### src/rtl/seg7_scan_sequencer.sv
// Serialises a captured result word onto one 7-segment digit, MS nibble first, then a blank gap.
// Optional macro SEG7_SCAN_BLINK_EN adds a 'blink' input that darkens the second half of each nibble.
module seg7_scan_sequencer #(
  parameter int DATA_WIDTH   = 8,
  parameter int DWELL_CYCLES = 1000000,
  localparam int NDIG        = DATA_WIDTH / 4,
  localparam int IDX_W       = (NDIG > 1) ? $clog2(NDIG) : 1
) (
  input  logic                  clk,
  input  logic                  rst,
  input  logic                  ena,
  input  logic                  run,
  input  logic                  data_valid,
  input  logic [DATA_WIDTH-1:0] data_in,
`ifdef SEG7_SCAN_BLINK_EN
  input  logic                  blink,
`endif
  output logic [3:0]            nibble_out,
  output logic                  dp_out,
  output logic                  blank_out,
  output logic [IDX_W-1:0]      digit_idx,
  output logic                  frame_done
);

  localparam int DW_W = $clog2(DWELL_CYCLES);
  localparam logic [DW_W-1:0]  DW_ZERO  = DW_W'(0);
  localparam logic [DW_W-1:0]  DW_ONE   = DW_W'(1);
  localparam logic [DW_W-1:0]  DW_TERM  = DW_W'(DWELL_CYCLES - 1);
  localparam logic [IDX_W-1:0] IDX_ZERO = IDX_W'(0);
  localparam logic [IDX_W-1:0] IDX_ONE  = IDX_W'(1);
  localparam logic [IDX_W-1:0] IDX_MS   = IDX_W'(NDIG - 1);
`ifdef SEG7_SCAN_BLINK_EN
  localparam logic [DW_W-1:0]  DW_HALF  = DW_W'(DWELL_CYCLES / 2);
`endif

  typedef enum logic [1:0] {
    ST_IDLE = 2'd0,
    ST_SHOW = 2'd1,
    ST_GAP  = 2'd2
  } state_t;

  state_t                  state_r, state_nx_s;
  logic [DW_W-1:0]         dwell_r, dwell_nx_s;
  logic [IDX_W-1:0]        idx_r, idx_nx_s;
  logic [DATA_WIDTH-1:0]   pending_r, shadow_r, shadow_nx_s;
  logic                    load_s, fd_nx_s;
  logic [3:0]              nibble_r, nibble_nx_s;
  logic                    dp_r, dp_nx_s, blank_r, blank_nx_s, frame_done_r;

  // Next-state sequencing: dwell counting, digit stepping and frame reload points.
  always_comb begin
    state_nx_s = state_r;
    dwell_nx_s = dwell_r;
    idx_nx_s   = idx_r;
    load_s     = 1'b0;
    fd_nx_s    = 1'b0;
    case (state_r)
      ST_IDLE: begin
        if (run) begin
          state_nx_s = ST_SHOW;
          dwell_nx_s = DW_ZERO;
          idx_nx_s   = IDX_MS;
          load_s     = 1'b1;
        end else begin
          dwell_nx_s = DW_ZERO;
          idx_nx_s   = IDX_ZERO;
        end
      end
      ST_SHOW: begin
        if (!run) begin
          state_nx_s = ST_IDLE;
          dwell_nx_s = DW_ZERO;
          idx_nx_s   = IDX_ZERO;
        end else if (dwell_r == DW_TERM) begin
          dwell_nx_s = DW_ZERO;
          if (idx_r != IDX_ZERO) begin
            idx_nx_s = idx_r - IDX_ONE;
          end else begin
            state_nx_s = ST_GAP;
            fd_nx_s    = 1'b1;
          end
        end else begin
          dwell_nx_s = dwell_r + DW_ONE;
        end
      end
      ST_GAP: begin
        if (!run) begin
          state_nx_s = ST_IDLE;
          dwell_nx_s = DW_ZERO;
          idx_nx_s   = IDX_ZERO;
        end else if (dwell_r == DW_TERM) begin
          state_nx_s = ST_SHOW;
          dwell_nx_s = DW_ZERO;
          idx_nx_s   = IDX_MS;
          load_s     = 1'b1;
        end else begin
          dwell_nx_s = dwell_r + DW_ONE;
        end
      end
      default: begin
        state_nx_s = ST_IDLE;
        dwell_nx_s = DW_ZERO;
        idx_nx_s   = IDX_ZERO;
      end
    endcase
  end

  // Frame load takes a same-cycle capture directly so the new word is never one frame late.
  always_comb begin
    shadow_nx_s = shadow_r;
    if (load_s) begin
      shadow_nx_s = data_valid ? data_in : pending_r;
    end else begin
      shadow_nx_s = shadow_r;
    end
  end

  // Output values derived from the next state so every output leaves a flop.
  always_comb begin
    blank_nx_s  = 1'b1;
    dp_nx_s     = 1'b0;
    nibble_nx_s = 4'h0;
    if (state_nx_s == ST_SHOW) begin
`ifdef SEG7_SCAN_BLINK_EN
      blank_nx_s  = blink && (dwell_nx_s >= DW_HALF);
`else
      blank_nx_s  = 1'b0;
`endif
      dp_nx_s     = (idx_nx_s == IDX_ZERO);
      nibble_nx_s = 4'(shadow_nx_s >> {idx_nx_s, 2'b00});
    end else begin
      blank_nx_s  = 1'b1;
      dp_nx_s     = 1'b0;
      nibble_nx_s = 4'h0;
    end
  end

  // State, capture registers and outputs; ena low freezes all but the frame_done pulse.
  always_ff @(posedge clk) begin
    if (rst) begin
      state_r      <= ST_IDLE;
      dwell_r      <= DW_ZERO;
      idx_r        <= IDX_ZERO;
      pending_r    <= {DATA_WIDTH{1'b0}};
      shadow_r     <= {DATA_WIDTH{1'b0}};
      nibble_r     <= 4'h0;
      dp_r         <= 1'b0;
      blank_r      <= 1'b1;
      frame_done_r <= 1'b0;
    end else if (ena) begin
      state_r      <= state_nx_s;
      dwell_r      <= dwell_nx_s;
      idx_r        <= idx_nx_s;
      shadow_r     <= shadow_nx_s;
      nibble_r     <= nibble_nx_s;
      dp_r         <= dp_nx_s;
      blank_r      <= blank_nx_s;
      frame_done_r <= fd_nx_s;
      if (data_valid) begin
        pending_r <= data_in;
      end
    end else begin
      frame_done_r <= 1'b0;
    end
  end

  assign nibble_out = nibble_r;
  assign dp_out     = dp_r;
  assign blank_out  = blank_r;
  assign digit_idx  = idx_r;
  assign frame_done = frame_done_r;

endmodule

### config.mk
export PLATFORM = sky130hd
export DESIGN_NAME = seg7_scan_sequencer
export DESIGN_NICKNAME = d
export VERILOG_FILES = /design/src/rtl/seg7_scan_sequencer.sv
export SDC_FILE = /design/constraint.sdc
export NUM_CORES = 1
export LEC_CHECK = 0
export ABC_CLOCK_PERIOD_IN_PS = 3300
export BUFFER_PORTS_ARGS = -buffer_cell sky130_fd_sc_hd__buf_2
export CAP_MARGIN = 40
export CORE_AREA = 2 2 75 77
export DETAILED_ROUTE_END_ITERATION = 8
export DIE_AREA = 0 0 77 79
export PLACE_DENSITY_LB_ADDON = 0.08
export SLEW_MARGIN = 20
export SYNTH_ARGS = -nofsm -noshare
export SYNTH_HDL_FRONTEND = slang
export SYNTH_SLANG_ARGS = --single-unit
### constraint.sdc
create_clock -name clk -period 3.3 [get_ports clk]
set_input_delay 0 -clock clk [delete_from_list [all_inputs] [get_ports clk]]
set_output_delay 0 -clock clk [all_outputs]
set_load 0.02 [all_outputs]
; ---- After elaboration in Yosys (flattened, before gate mapping)
; Cells that the tools add are included.
[word_totals]
register_bits = 46
inputBits = 13
out_inout_bits = 8
elab_cells = 50
[classes]
n_addsub = 2
eq_ne = 4
n_shift = 1
muxes = 26
bitwise_logic = 5
reduce_logical = 3
[ops]
columns = op, n
row1 = 20-bit 2-to-1 mux, 3
row2 = 20-bit by 1-bit adder with 20-bit output (second input constant), 1
row3 = 20-bit == test (second input constant), 1
row4 = 8-bit 2-to-1 mux, 2
row5 = 2-bit 2-to-1 mux, 6
row6 = 1-bit 2-to-1 mux, 11
row7 = 8-bit by 3-bit right shift with 4-bit output, 1
row8 = 2-bit case mux with 3 select lines, 1
row9 = 1-bit NOT, 5
row10 = 5-bit OR reduction, 1
row11 = 2-bit by 1-bit == test with 1-bit output (second input constant), 2
row12 = 4-bit 2-to-1 mux, 1
row13 = 1-bit case mux with 3 select lines, 1
row14 = 2-bit == test (second input constant), 1
row15 = 2-bit zero test, 1
row16 = 1-bit case mux with 2 select lines, 1
row17 = 2-bit OR reduction, 1
row18 = 1-bit subtractor (second input constant), 1

; ---- Depth between registers and ports, before layout
; Gate-level depths: netlist (run 1).
[logic_depth]
ltp_word = 7
mapped_depth = 10
depth_no_buf = 8

; ---- Worst setup path before layout (run 1)
; No wires, ideal clock.
[synth_timing]
path_type = register to register
startpoint = reg dwell_r[7]
endpoint = reg nibble_r[0] (netlist: nibble_out[0])
setup_ns = 0.117
arrival_ns = 2.513
required_ns = 3.183
slack_ns = 0.670
stages_incl_launch_ff = 7
n_path_buf = 0
period_less_slack_ns = 2.630
path_cell_list = dfxtp_1 > or4_4 > or4_4 > or2_4 > a221oi_4 > mux2_2 > a22o_1
[synth_via]
elab_chain_cells = 7
elab_cells_between_ends = 18
cone_classes = eq/ne: 2 / shift: 1 / mux: 15
[synth_lines]
columns = item, line
row1 = start: declaration, 43  ; logic [DW_W-1:0] dwell_r, dwell_nx_s;
row2 = start signal: assignment, 152  ; dwell_r <= dwell_nx_s;
row3 = 20-bit == test (*), "74, 91"
row4 = 1-bit 2-to-1 mux, 91  ; end else if (dwell_r == DW_TERM) begin
row5 = 1-bit 2-to-1 mux, 87  ; if (!run) begin
row6 = 1-bit case mux with 2 select lines, 57  ; case (state_r)
row7 = 8-bit 2-to-1 mux, 111  ; if (load_s) begin
row8 = 8-bit by 3-bit right shift with 4-bit output, 130  ; nibble_nx_s = 4'(shadow_nx_s >> {idx_nx_s, 2'b00});
row9 = 4-bit 2-to-1 mux (*), 123  ; if (state_nx_s == ST_SHOW) begin
row10 = end signal: assignment, 155  ; nibble_r <= nibble_nx_s;
row11 = end: declaration, 47  ; logic [3:0] nibble_r, nibble_nx_s;
; Mark *: on every way between the ends. The rest lies on a longest branch, timed or not.
; A chain may end at the register's enable or synchronous reset.

; ---- Worst setup path after layout (run 1)
[layout_timing]
startpoint = reg dwell_r[7]
endpoint = reg shadow_r[0]
[layout_via]
elab_chain_cells = 5
[layout_lines]
columns = item, line
row1 = 20-bit == test, 91
row2 = 1-bit 2-to-1 mux, 91
row3 = 1-bit 2-to-1 mux, 87
row4 = 1-bit case mux with 2 select lines, 57
row5 = 8-bit 2-to-1 mux, 111
row6 = end signal: assignment, 145  ; shadow_r <= {DATA_WIDTH{1'b0}};
row7 = end signal: assignment, 154  ; shadow_r <= shadow_nx_s;
row8 = end: declaration, 45  ; logic [DATA_WIDTH-1:0] pending_r, shadow_r, shadow_nx_s;
; Every way passes these cells.

==> impl_metrics.csv, run 1 <==
group,metric,value,unit
place,hpwl,3320,um
cts,cts_buffers,5,
global_route,grt_usage,16.2,%
place,place_ws,0.436,ns
power,peakVddDrop,0.000181,V
cts,cts.sinks,46,
sta,fin_ws,0.417,ns
run,max-cap-violations,0,
die,boundaryPins,21,
worst_setup_path,max_stage_delay,0.57,ns
min_path,hold_depth,3,
sta,worst_pin_slew,0.579,ns
worst_setup_path,cp_max_fo,8,
worst_setup_path,critPathSlowestCell,"or4_4",
yosys,synth_fp_nets,282,
worst_setup_path,reg2reg_to,"shadow_r[0]$_SDFFE_PP0P_",
yosys,netlist_instances,264,
final_layout,nFillCells,559,
cts,cts-root-buf,"clkbuf_8",
worst_setup_path,path_buf_inv,1,
die,start_util,43.4,%
yosys,synth_area,2320,um2
yosys,synth_seq_cells,46,
worst_setup_path,end_kind,"flip-flop",
power,static-leakage-power,0.00100,uW
final_layout,layout-drive-gt1-share,17.5,%
global_route,grt.met2_usage,23.7,%
route,postRouteAntennaNets,0,
sta,rsz0062_at_grt,"no",
global_route,grt_pass1_vias,1654,
cts,cts.reportedPaths.clkPinSlew,0.08,ns
route,avgRoutedWirePerCell,12.9,um
cts,tritoncts,"yes",
worst_setup_path,arrival,3.10,ns
yosys,yosysWarnings,0,
power,powerDensity,430,nW/um2
global_route,grt_pass1_wl,7890,um
yosys,synth_top_area_share,39.7,%
power,p_sw,270,uW
worst_setup_path,critical_path.startpoint,"dwell_r[7]$_SDFFE_PP0P_",
die,die_width,77,um
yosys,ys.flop_type,"dfxtp_1",
final_layout,final_nets,310,
min_path,min_to,"pending_r[6]$_SDFFE_PP0P_",
sta,slew_headroom,61.1,%
sta,finalMaxSlewViolations,0,
power,p_int,876,uW
yosys,yosysUniqueCellTypes,48,
yosys,syn_avg_cell_area,8.78,um2
global_route,gr-usage-met1,23.4,%
cts,postCtsSetupRepairBufs,0,
power,seqPwrFrac,50.8,%
worst_setup_path,r2r_start,"dwell_r[7]$_SDFFE_PP0P_",
route,drc_errors,0,
yosys,ys_top_cells_by_area,"dfxtp_1, mux2i_1, nor2_1",
worst_setup_path,critPathTopFamily,"simple AND/OR/NAND/NOR gates",
yosys,ys_async_sr_fraction,0,%
worst_setup_path,path_cells,"or4_4, or4_4, o31ai_2, and2_1, buf_4, nor2_1, a211oi_1",
worst_setup_path,crit_type,"reg2reg",
route,dr.first_iter.drc_count,81,
route,vias,1825,
worst_setup_path,start_kind,"flip-flop",
min_path,worstHoldStart,"data_valid",
worst_setup_path,reg2reg_slack,0.42,ns
global_route,top_usage_layer,"met2",
global_route,use_met3,3.86,%
sta,max_freq,0.347,GHz
final_layout,area_delta_synth_final,15.1,%
worst_setup_path,critPathRequiredTime,3.52,ns
place,place_area,2470,um2
sta,hold_viol_final,0,
die,coreArea,5340,um2
yosys,synth_top_cell_by_area,"dfxtp_1",
place,io_buffers,20,
cts,clockBufferDepth,2,
power,p_sw_share,23.5,%
worst_setup_path,crit_top_cell,"or4_4",
final_layout,layout_commonest_cell,"dfxtp_1",
cts,postCtsHoldBufs,8,
cts,post_cts_resized,0,
sta,post-route-period-util,87.4,%
sta,finalSetupViolCount,0,
die,rows,27,
status,outcome,"complete, no violations",
power,total_power,1150,uW
final_layout,num_antenna_cells,0,
route,drt-pass1-iter-count,4,
final_layout,fin_area,2670,um2
yosys,synth_edf_count,0,
cts,worstSkewPairLatency,0.30,ns
route,routed_wl,4700,um
global_route,grt-ovfl-total,0,
global_route,grt_antenna_before_repair,0,
place,gp_congestion,0.785,
sta,fin_crit,2.88,ns
final_layout,regArea,921,um2
yosys,yosysSeqAreaShare,39.7,%
die,die_height,79,um
power,combPwrFrac,12.1,%
final_layout,multi_input_area,1280,um2
cts,htreeDepth,2,
sta,fin_tns_setup,0,ns
power,clockPowerShare,37.0,%
route,viasPerCell,5.01,
min_path,holdCritPathClass,"in2reg",
sta,fin_skew,0.00792,ns
final_layout,mostFrequentLayoutCells,"dfxtp_1, nor2_1, nand2_1",
die,die_area,6080,um2
worst_setup_path,worstRegToRegCells,7,
global_route,grt_max_degree,28,
[registers in the layout, indices dropped and copies added (netlist names)]
register / count
dp_out: 1
shadow_r: 8
state_r: 2
blank_out: 1
frame_done: 1
dwell_r: 20
pending_r: 8
nibble_out: 4
digit_idx: 1
[synth_stat cells (3+ instances only)]
cell	count
a211oi_1	4
a211oi_2	3
a21oi_1	11
a22o_1	4
and3_1	4
clkbuf_1	6
dfxtp_1	46
ha_1	5
inv_1	12
mux2_2	6
mux2i_1	16
nand2_1	27
nand3_1	21
nand4_1	3
nor2_1	36
nor3_1	9
xnor2_1	7
xor2_1	10
[kinds of logic (layout without fill, tap and decap cells)]
family,count (synthesis),count (layout),share of synthesized area [%]
multiplexers,22,22,9.83
buffers and inverters,24,52,5.08
flip-flops,46,46,39.7
AO/OA/AOI/OAI,34,34,12.1
XOR/XNOR,17,17,6.43
AND/OR/NAND/NOR,116,116,24.1
adder cells (fa/ha/maj),5,5,2.70
[metal layers]
metal,vias to the layer above,share of wire [%]
li1,974,-
met3,6,3.5
met2,24,40
met4,0,1.3
met1,821,55
met5,-,0
[power groups by stage]
| stage | logic [uW] | registers (uW) | clock network (uW) |
|---|---|---|---|
| 5_1_grt | 153 | 585 | 464 |
| 3_3_place_gp | 132 | 596 | 0 |
| 3_5_place_dp | 133 | 596 | 0 |
| 6_report | 139 | 582 | 424 |
| 4_1_cts | 141 | 582 | 439 |
| 2_1_floorplan | 95.0 | 599 | 0 |
[area by class of cell]
class | count | share of cell area (%)
Sequential cell | 46 | 34.5
Clock buffer | 6 | 3.10
Inverter | 13 | 1.83
Tap cell | 72 | 3.38
Clock inverter | 1 | 1.13
Timing Repair Buffer | 32 | 7.88
Multi-Input combinational cell | 194 | 48.1
[metrics by stage]
| step | hold WS, ns | instances | utilization [%] |
|---|---|---|---|
| 6_report | 0.159 | 364 | 50.0 |
| 3_3_place_gp | 0.286 | 349 | 46.3 |
| 5_1_grt | 0.172 | 364 | 50.0 |
| 3_5_place_dp | 0.291 | 349 | 46.3 |
| 4_1_cts | 0.135 | 364 | 50.0 |
| 2_1_floorplan | 0.163 | 264 | - |
[worst max-delay path by stage]
stage	to	slack [ns]	depth (start not counted)
after global placement	shadow_r[2]$_SDFFE_PP0P_	0.49	7
after floorplan	nibble_out[0]$_SDFFE_PP0P_	0.67	6
after global routing	shadow_r[1]$_SDFFE_PP0P_	0.28	7
after detailed placement	shadow_r[0]$_SDFFE_PP0P_	0.44	7
final	shadow_r[0]$_SDFFE_PP0P_	0.42	7
after CTS	shadow_r[0]$_SDFFE_PP0P_	0.42	7
[worst reg2reg max path: cells and delay by family (launching register included)]
| family | cells | cell delay (ns) |
|---|---|---|
| simple gates | 4 | 1.55 |
| compound gates | 2 | 0.70 |
| flops | 1 | 0.34 |
| buf+inv | 1 | 0.22 |
Power figures use the tool's default switching activity.
==> inputs of run 2 (changes only) <==
CTS_BUF_LIST = sky130_fd_sc_hd__clkbuf_16   (was default)
==> run 2 against run 1 <==
Net effect: clock skew fell by 0.0026 ns; critical path depth is the same; flip-flop and latch count unchanged; global-route usage is 0.15 points lower; register-to-register slack about the same; sequential share of layout area fell by 0.59 points; wire length down 0.53%; total power is 10% higher; clock power increased by 28%; clock-buffer cell count down 1.
==> impl_metrics.csv, run 2 (synthesis gave the netlist of run 1 again) <==
group,metric,value,unit
status,outcome,"complete, no violations",
global_route,grt_usage,16.1,%
power,peakVddDrop,0.000241,V
route,drc_errors,0,
cts,cts.reportedPaths.clkPinSlew,0.06,ns
power,powerDensity,466,nW/um2
min_path,holdCritPathClass,"in2reg",
sta,slew_headroom,61.3,%
cts,cts-root-buf,"clkbuf_16",
power,static-leakage-power,0.00102,uW
worst_setup_path,reg2reg_to,"shadow_r[0]$_SDFFE_PP0P_",
worst_setup_path,crit_type,"reg2reg",
worst_setup_path,crit_top_cell,"or4_4",
global_route,grt_antenna_before_repair,0,
sta,max_freq,0.348,GHz
die,boundaryPins,21,
die,coreArea,5340,um2
sta,finalSetupViolCount,0,
final_layout,area_delta_synth_final,17.1,%
global_route,grt_pass1_vias,1668,
run,max-cap-violations,0,
cts,cts_buffers,5,
sta,hold_viol_final,0,
route,routed_wl,4670,um
worst_setup_path,critPathSlowestCell,"or4_4",
final_layout,mostFrequentLayoutCells,"dfxtp_1, nor2_1, nand2_1",
global_route,grt_max_degree,28,
cts,clockBufferDepth,2,
worst_setup_path,worstRegToRegCells,7,
route,postRouteAntennaNets,0,
cts,tritoncts,"yes",
route,drt-pass1-iter-count,4,
worst_setup_path,start_kind,"flip-flop",
min_path,worstHoldStart,"run",
die,die_area,6080,um2
final_layout,nFillCells,557,
cts,htreeDepth,2,
final_layout,largest_register_ffs,20,
sta,fin_skew,0.00534,ns
min_path,min_to,"frame_done$_SDFF_PP0_",
worst_setup_path,end_kind,"flip-flop",
die,die_width,77,um
sta,post-route-period-util,87.2,%
worst_setup_path,cp_max_fo,8,
worst_setup_path,path_buf_inv,1,
final_layout,final_nets,310,
worst_setup_path,reg2reg_slack,0.42,ns
final_layout,layout_commonest_cell,"dfxtp_1",
final_layout,fin_area,2710,um2
place,gp_congestion,0.785,
place,hpwl,3320,um
global_route,grt-ovfl-total,0,
worst_setup_path,critPathTopFamily,"simple AND/OR/NAND/NOR gates",
final_layout,reg_top3,"dwell_r: 20 flops, pending_r: 8 flops, shadow_r: 8 flops",
worst_setup_path,arrival,3.07,ns
die,start_util,43.4,%
cts,worstSkewPairLatency,0.28,ns
route,viasPerCell,5.06,
route,avgRoutedWirePerCell,12.8,um
worst_setup_path,max_stage_delay,0.57,ns
power,total_power,1260,uW
place,place_area,2470,um2
worst_setup_path,critPathRequiredTime,3.50,ns
min_path,hold_depth,5,
sta,rsz0062_at_grt,"no",
sta,fin_tns_setup,0,ns
die,die_height,79,um
route,dr.first_iter.drc_count,80,
worst_setup_path,r2r_start,"dwell_r[7]$_SDFFE_PP0P_",
cts,cts.sinks,46,
sta,finalMaxSlewViolations,0,
sta,worst_pin_slew,0.576,ns
worst_setup_path,path_cells,"or4_4, or4_4, o31ai_2, and2_1, buf_4, nor2_1, a211oi_1",
global_route,grt_pass1_wl,7890,um
final_layout,num_antenna_cells,0,
place,io_buffers,20,
place,dp.cells,349,
final_layout,final_cell_count_no_fill,364,
die,rows,27,
sta,fin_crit,2.88,ns
final_layout,layout-drive-gt1-share,17.1,%
route,vias,1842,
final_layout,top_register,"dwell_r",
==> run 2: cell count changes in the layout (fill, tap and decap cells not counted) <==
| cell | previous run | this run |
|---|---|---|
| clkbuf_16 | 0 | 5 |
| clkbuf_8 | 6 | 0 |
| clkinv_1 | 1 | 2 |
==> run 2: layout make-up <==
class / instances / area, um2 / share of cell area, %
clock inverters: 2 / 33.8 / 1.25
well taps: 72 / 90.1 / 3.32
flip-flops and latches: 46 / 921 / 33.9
inverters: 13 / 48.8 / 1.80
repair buffers: 32 / 210 / 7.75
clock buffers: 5 / 125 / 4.61
multi-input cells: 194 / 1280 / 47.3
==> run 2: worst max path at each step <==
stage | cells after the start | endpoint | from | slack, ns
after CTS | 7 | shadow_r[0]$_SDFFE_PP0P_ | dwell_r[7]$_SDFFE_PP0P_ | 0.43
after global routing | 7 | shadow_r[1]$_SDFFE_PP0P_ | dwell_r[7]$_SDFFE_PP0P_ | 0.28
after detailed placement | 7 | shadow_r[0]$_SDFFE_PP0P_ | dwell_r[7]$_SDFFE_PP0P_ | 0.44
final | 7 | shadow_r[0]$_SDFFE_PP0P_ | dwell_r[7]$_SDFFE_PP0P_ | 0.42
after floorplan | 6 | nibble_out[0]$_SDFFE_PP0P_ | dwell_r[7]$_SDFFE_PP0P_ | 0.67
after global placement | 7 | shadow_r[2]$_SDFFE_PP0P_ | dwell_r[7]$_SDFFE_PP0P_ | 0.49
==> run 2: through the flow <==
step	utilization [%]	setup WS, ns	hold slack, ns
finish	50.8	0.423	0.169
global route	50.8	0.283	0.198
CTS	50.8	0.426	0.153
detailed placement	46.3	0.436	0.291
global placement	46.3	0.487	0.286
floorplan	-	0.670	0.163
==> run 2: what timing repair did <==
action / in CTS / in global routing
endpoints found under the setup margin: 0 / 0
hold buffers: 8 / 0
setup buffers: 0 / 0
gates resized for setup: 0 / 0
endpoints found under the hold margin: 8 / 0
==> run 2: metal layers <==
layer | track usage, % | share of wire, % | up-vias | wire length [um]
met3 | 3.52 | 3.8 | 5 | 178
met4 | 4.82 | 1.2 | 0 | 55
li1 | - | - | 976 | -
met5 | 0 | 0 | - | 0
met1 | 23.3 | 54 | 831 | 2530
met2 | 23.9 | 41 | 30 | 1900
==> run 2: worst min-delay path, delay by kind of cell <==
kind          cells  cell delay (ns)
buf+inv           2             0.18
simple gates      3             0.22
==> run 2: power by group <==
part           total, uW  switching (uW)  internal, uW
Clock                543             193           350
Combinational        139            77.3          61.6
Sequential           583            10.1           573
Total               1260             280           985
==> inputs of run 3 (changes only) <==
CTS_BUF_LIST = default   (was sky130_fd_sc_hd__clkbuf_16)
PLACE_DENSITY_LB_ADDON = default   (was 0.08)
==> run 3 against run 2 <==
Net effect: global-route usage grew 0.49 points; sequential share of layout area is 0.30 points higher; flip-flop and latch count unchanged; via count grew 1.0%; wire length down 0.58%; combinational power about the same; core utilization is 0.45 points lower; critical path type unchanged; critical path depth is the same; largest cell class unchanged; first-iteration DRC count is 14% higher; clock power decreased by 4.2%; maximum frequency up 1.5%; setup slack gained 0.044 ns.
==> impl_metrics.csv, run 3 (synthesis gave the netlist of run 1 again) <==
group,metric,value,unit
run,max-cap-violations,0,
global_route,grt_antenna_before_repair,0,
cts,clockBufferDepth,2,
min_path,min_to,"pending_r[6]$_SDFFE_PP0P_",
sta,max_freq,0.353,GHz
sta,finalMaxSlewViolations,0,
final_layout,num_antenna_cells,0,
worst_setup_path,arrival,3.02,ns
worst_setup_path,start_kind,"flip-flop",
power,static-leakage-power,0.00101,uW
place,place_area,2470,um2
die,start_util,43.4,%
route,vias,1861,
global_route,grt_pass1_vias,1745,
route,postRouteAntennaNets,0,
die,die_width,77,um
global_route,grt_max_degree,28,
sta,finalSetupViolCount,0,
route,dr.first_iter.drc_count,91,
worst_setup_path,path_buf_inv,1,
min_path,holdCritPathClass,"in2reg",
worst_setup_path,crit_type,"reg2reg",
status,outcome,"complete, no violations",
worst_setup_path,cp.depth,7,
worst_setup_path,worstRegToRegCells,7,
sta,rsz0062_at_grt,"no",
final_layout,reg_top3,"dwell_r: 20 flops, pending_r: 8 flops, shadow_r: 8 flops",
worst_setup_path,end_kind,"flip-flop",
min_path,hold_depth,3,
cts,cts_buffers,5,
worst_setup_path,critPathRequiredTime,3.48,ns
sta,fin_tns_setup,0,ns
final_layout,layout_commonest_cell,"dfxtp_1",
die,die_height,79,um
route,drc_errors,0,
die,die_area,6080,um2
worst_setup_path,r2r_start,"dwell_r[7]$_SDFFE_PP0P_",
power,total_power,1240,uW
cts,tritoncts,"yes",
route,routed_wl,4640,um
worst_setup_path,critPathTopFamily,"simple AND/OR/NAND/NOR gates",
final_layout,area_delta_synth_final,16.0,%
global_route,grt_pass1_wl,8100,um
sta,slew_headroom,60.3,%
worst_setup_path,cp_max_fo,15,
sta,fin_crit,2.83,ns
place,io_buffers,20,
global_route,grt-ovfl-total,0,
worst_setup_path,crit_top_cell,"or4_4",
worst_setup_path,max_stage_delay,0.57,ns
die,boundaryPins,21,
final_layout,top_register,"dwell_r",
sta,worst_pin_slew,0.592,ns
route,viasPerCell,5.11,
die,rows,27,
cts,cts.reportedPaths.clkPinSlew,0.09,ns
final_layout,layout-drive-gt1-share,17.5,%
cts,cts-root-buf,"clkbuf_8",
cts,htreeDepth,2,
power,powerDensity,461,nW/um2
final_layout,fin_area,2690,um2
sta,fin_skew,0.00984,ns
global_route,grt_usage,16.6,%
worst_setup_path,critPathSlowestCell,"or4_4",
final_layout,final_nets,309,
route,avgRoutedWirePerCell,12.8,um
worst_setup_path,reg2reg_to,"shadow_r[3]$_SDFFE_PP0P_",
sta,post-route-period-util,85.9,%
final_layout,mostFrequentLayoutCells,"dfxtp_1, nor2_1, nand2_1",
worst_setup_path,path_cells,"or4_4, or4_4, o31ai_2, buf_4, and2_1, mux2i_1, nor2_1",
sta,hold_viol_final,0,
place,hpwl,3150,um
die,coreArea,5340,um2
final_layout,largest_register_ffs,20,
place,gp_congestion,0.827,
route,drt-pass1-iter-count,4,
worst_setup_path,reg2reg_slack,0.47,ns
cts,worstSkewPairLatency,0.30,ns
min_path,worstHoldStart,"data_valid",
power,peakVddDrop,0.000298,V
cts,cts.sinks,46,
cts,post_cts_resized,0,
==> run 3: changes by cell type in the layout (fill, tap and decap cells not counted) <==
| cell | previous run | this run |
|---|---|---|
| bufinv_16 | 1 | 2 |
| clkinv_1 | 2 | 1 |
| buf_4 | 4 | 3 |
| clkbuf_16 | 5 | 0 |
| clkbuf_8 | 0 | 6 |
==> run 3: report_power, final <==
| part | switching, uW | total (uW) | internal, uW |
|---|---|---|---|
| combinational | 76.4 | 137 | 60.6 |
| clock | 197 | 520 | 323 |
| sequential | 10.3 | 583 | 572 |
| total | 284 | 1240 | 956 |
==> run 3: per-layer routing <==
| metal | GRT usage [%] | share of wire [%] | wire length (um) | up-vias |
|---|---|---|---|---|
| li1 | - | - | - | 971 |
| met1 | 22.3 | 53 | 2450 | 862 |
| met2 | 26.2 | 44 | 2020 | 22 |
| met3 | 3.07 | 2.5 | 117 | 6 |
| met4 | 6.96 | 1.3 | 59 | 0 |
| met5 | 0 | 0 | 0 | - |
==> run 3: cell type report <==
class	count	area, um2
multi-input combinational	194	1280
fill	540	2650
timing repair buffer	31	203
tap	72	90.1
clock buffer	6	82.6
inverter	13	48.8
sequential	46	921
clock inverter	2	60.1
==> run 3: what timing repair did <==
item,CTS,global route
hold endpoints to repair,8,0
hold buffers,8,0
setup buffers,0,0
==> run 3: through the flow <==
step | worst slack, ns | std cells | utilization (%) | hold WS (ns)
after CTS | 0.455 | 364 | 50.4 | 0.129
after detailed placement | 0.471 | 348 | 46.2 | 0.286
after global routing | 0.323 | 364 | 50.4 | 0.151
after floorplan | 0.670 | 264 | - | 0.163
final | 0.466 | 364 | 50.4 | 0.146
after global placement | 0.490 | 348 | 46.2 | 0.282
==> run 3: how the worst max path moves through the flow <==
stage / slack (ns) / end / start
finish: 0.47 / shadow_r[3]$_SDFFE_PP0P_ / dwell_r[7]$_SDFFE_PP0P_
global route: 0.32 / shadow_r[4]$_SDFFE_PP0P_ / dwell_r[7]$_SDFFE_PP0P_
CTS: 0.45 / shadow_r[3]$_SDFFE_PP0P_ / dwell_r[7]$_SDFFE_PP0P_
detailed placement: 0.47 / shadow_r[3]$_SDFFE_PP0P_ / dwell_r[7]$_SDFFE_PP0P_
global placement: 0.49 / shadow_r[3]$_SDFFE_PP0P_ / dwell_r[7]$_SDFFE_PP0P_
floorplan: 0.67 / nibble_out[0]$_SDFFE_PP0P_ / dwell_r[7]$_SDFFE_PP0P_
==> run 3: worst min-delay path, stage by stage <==
cell,delay (ns)
buf_2,0.22
nand3_1,0.13
a21oi_1,0.05
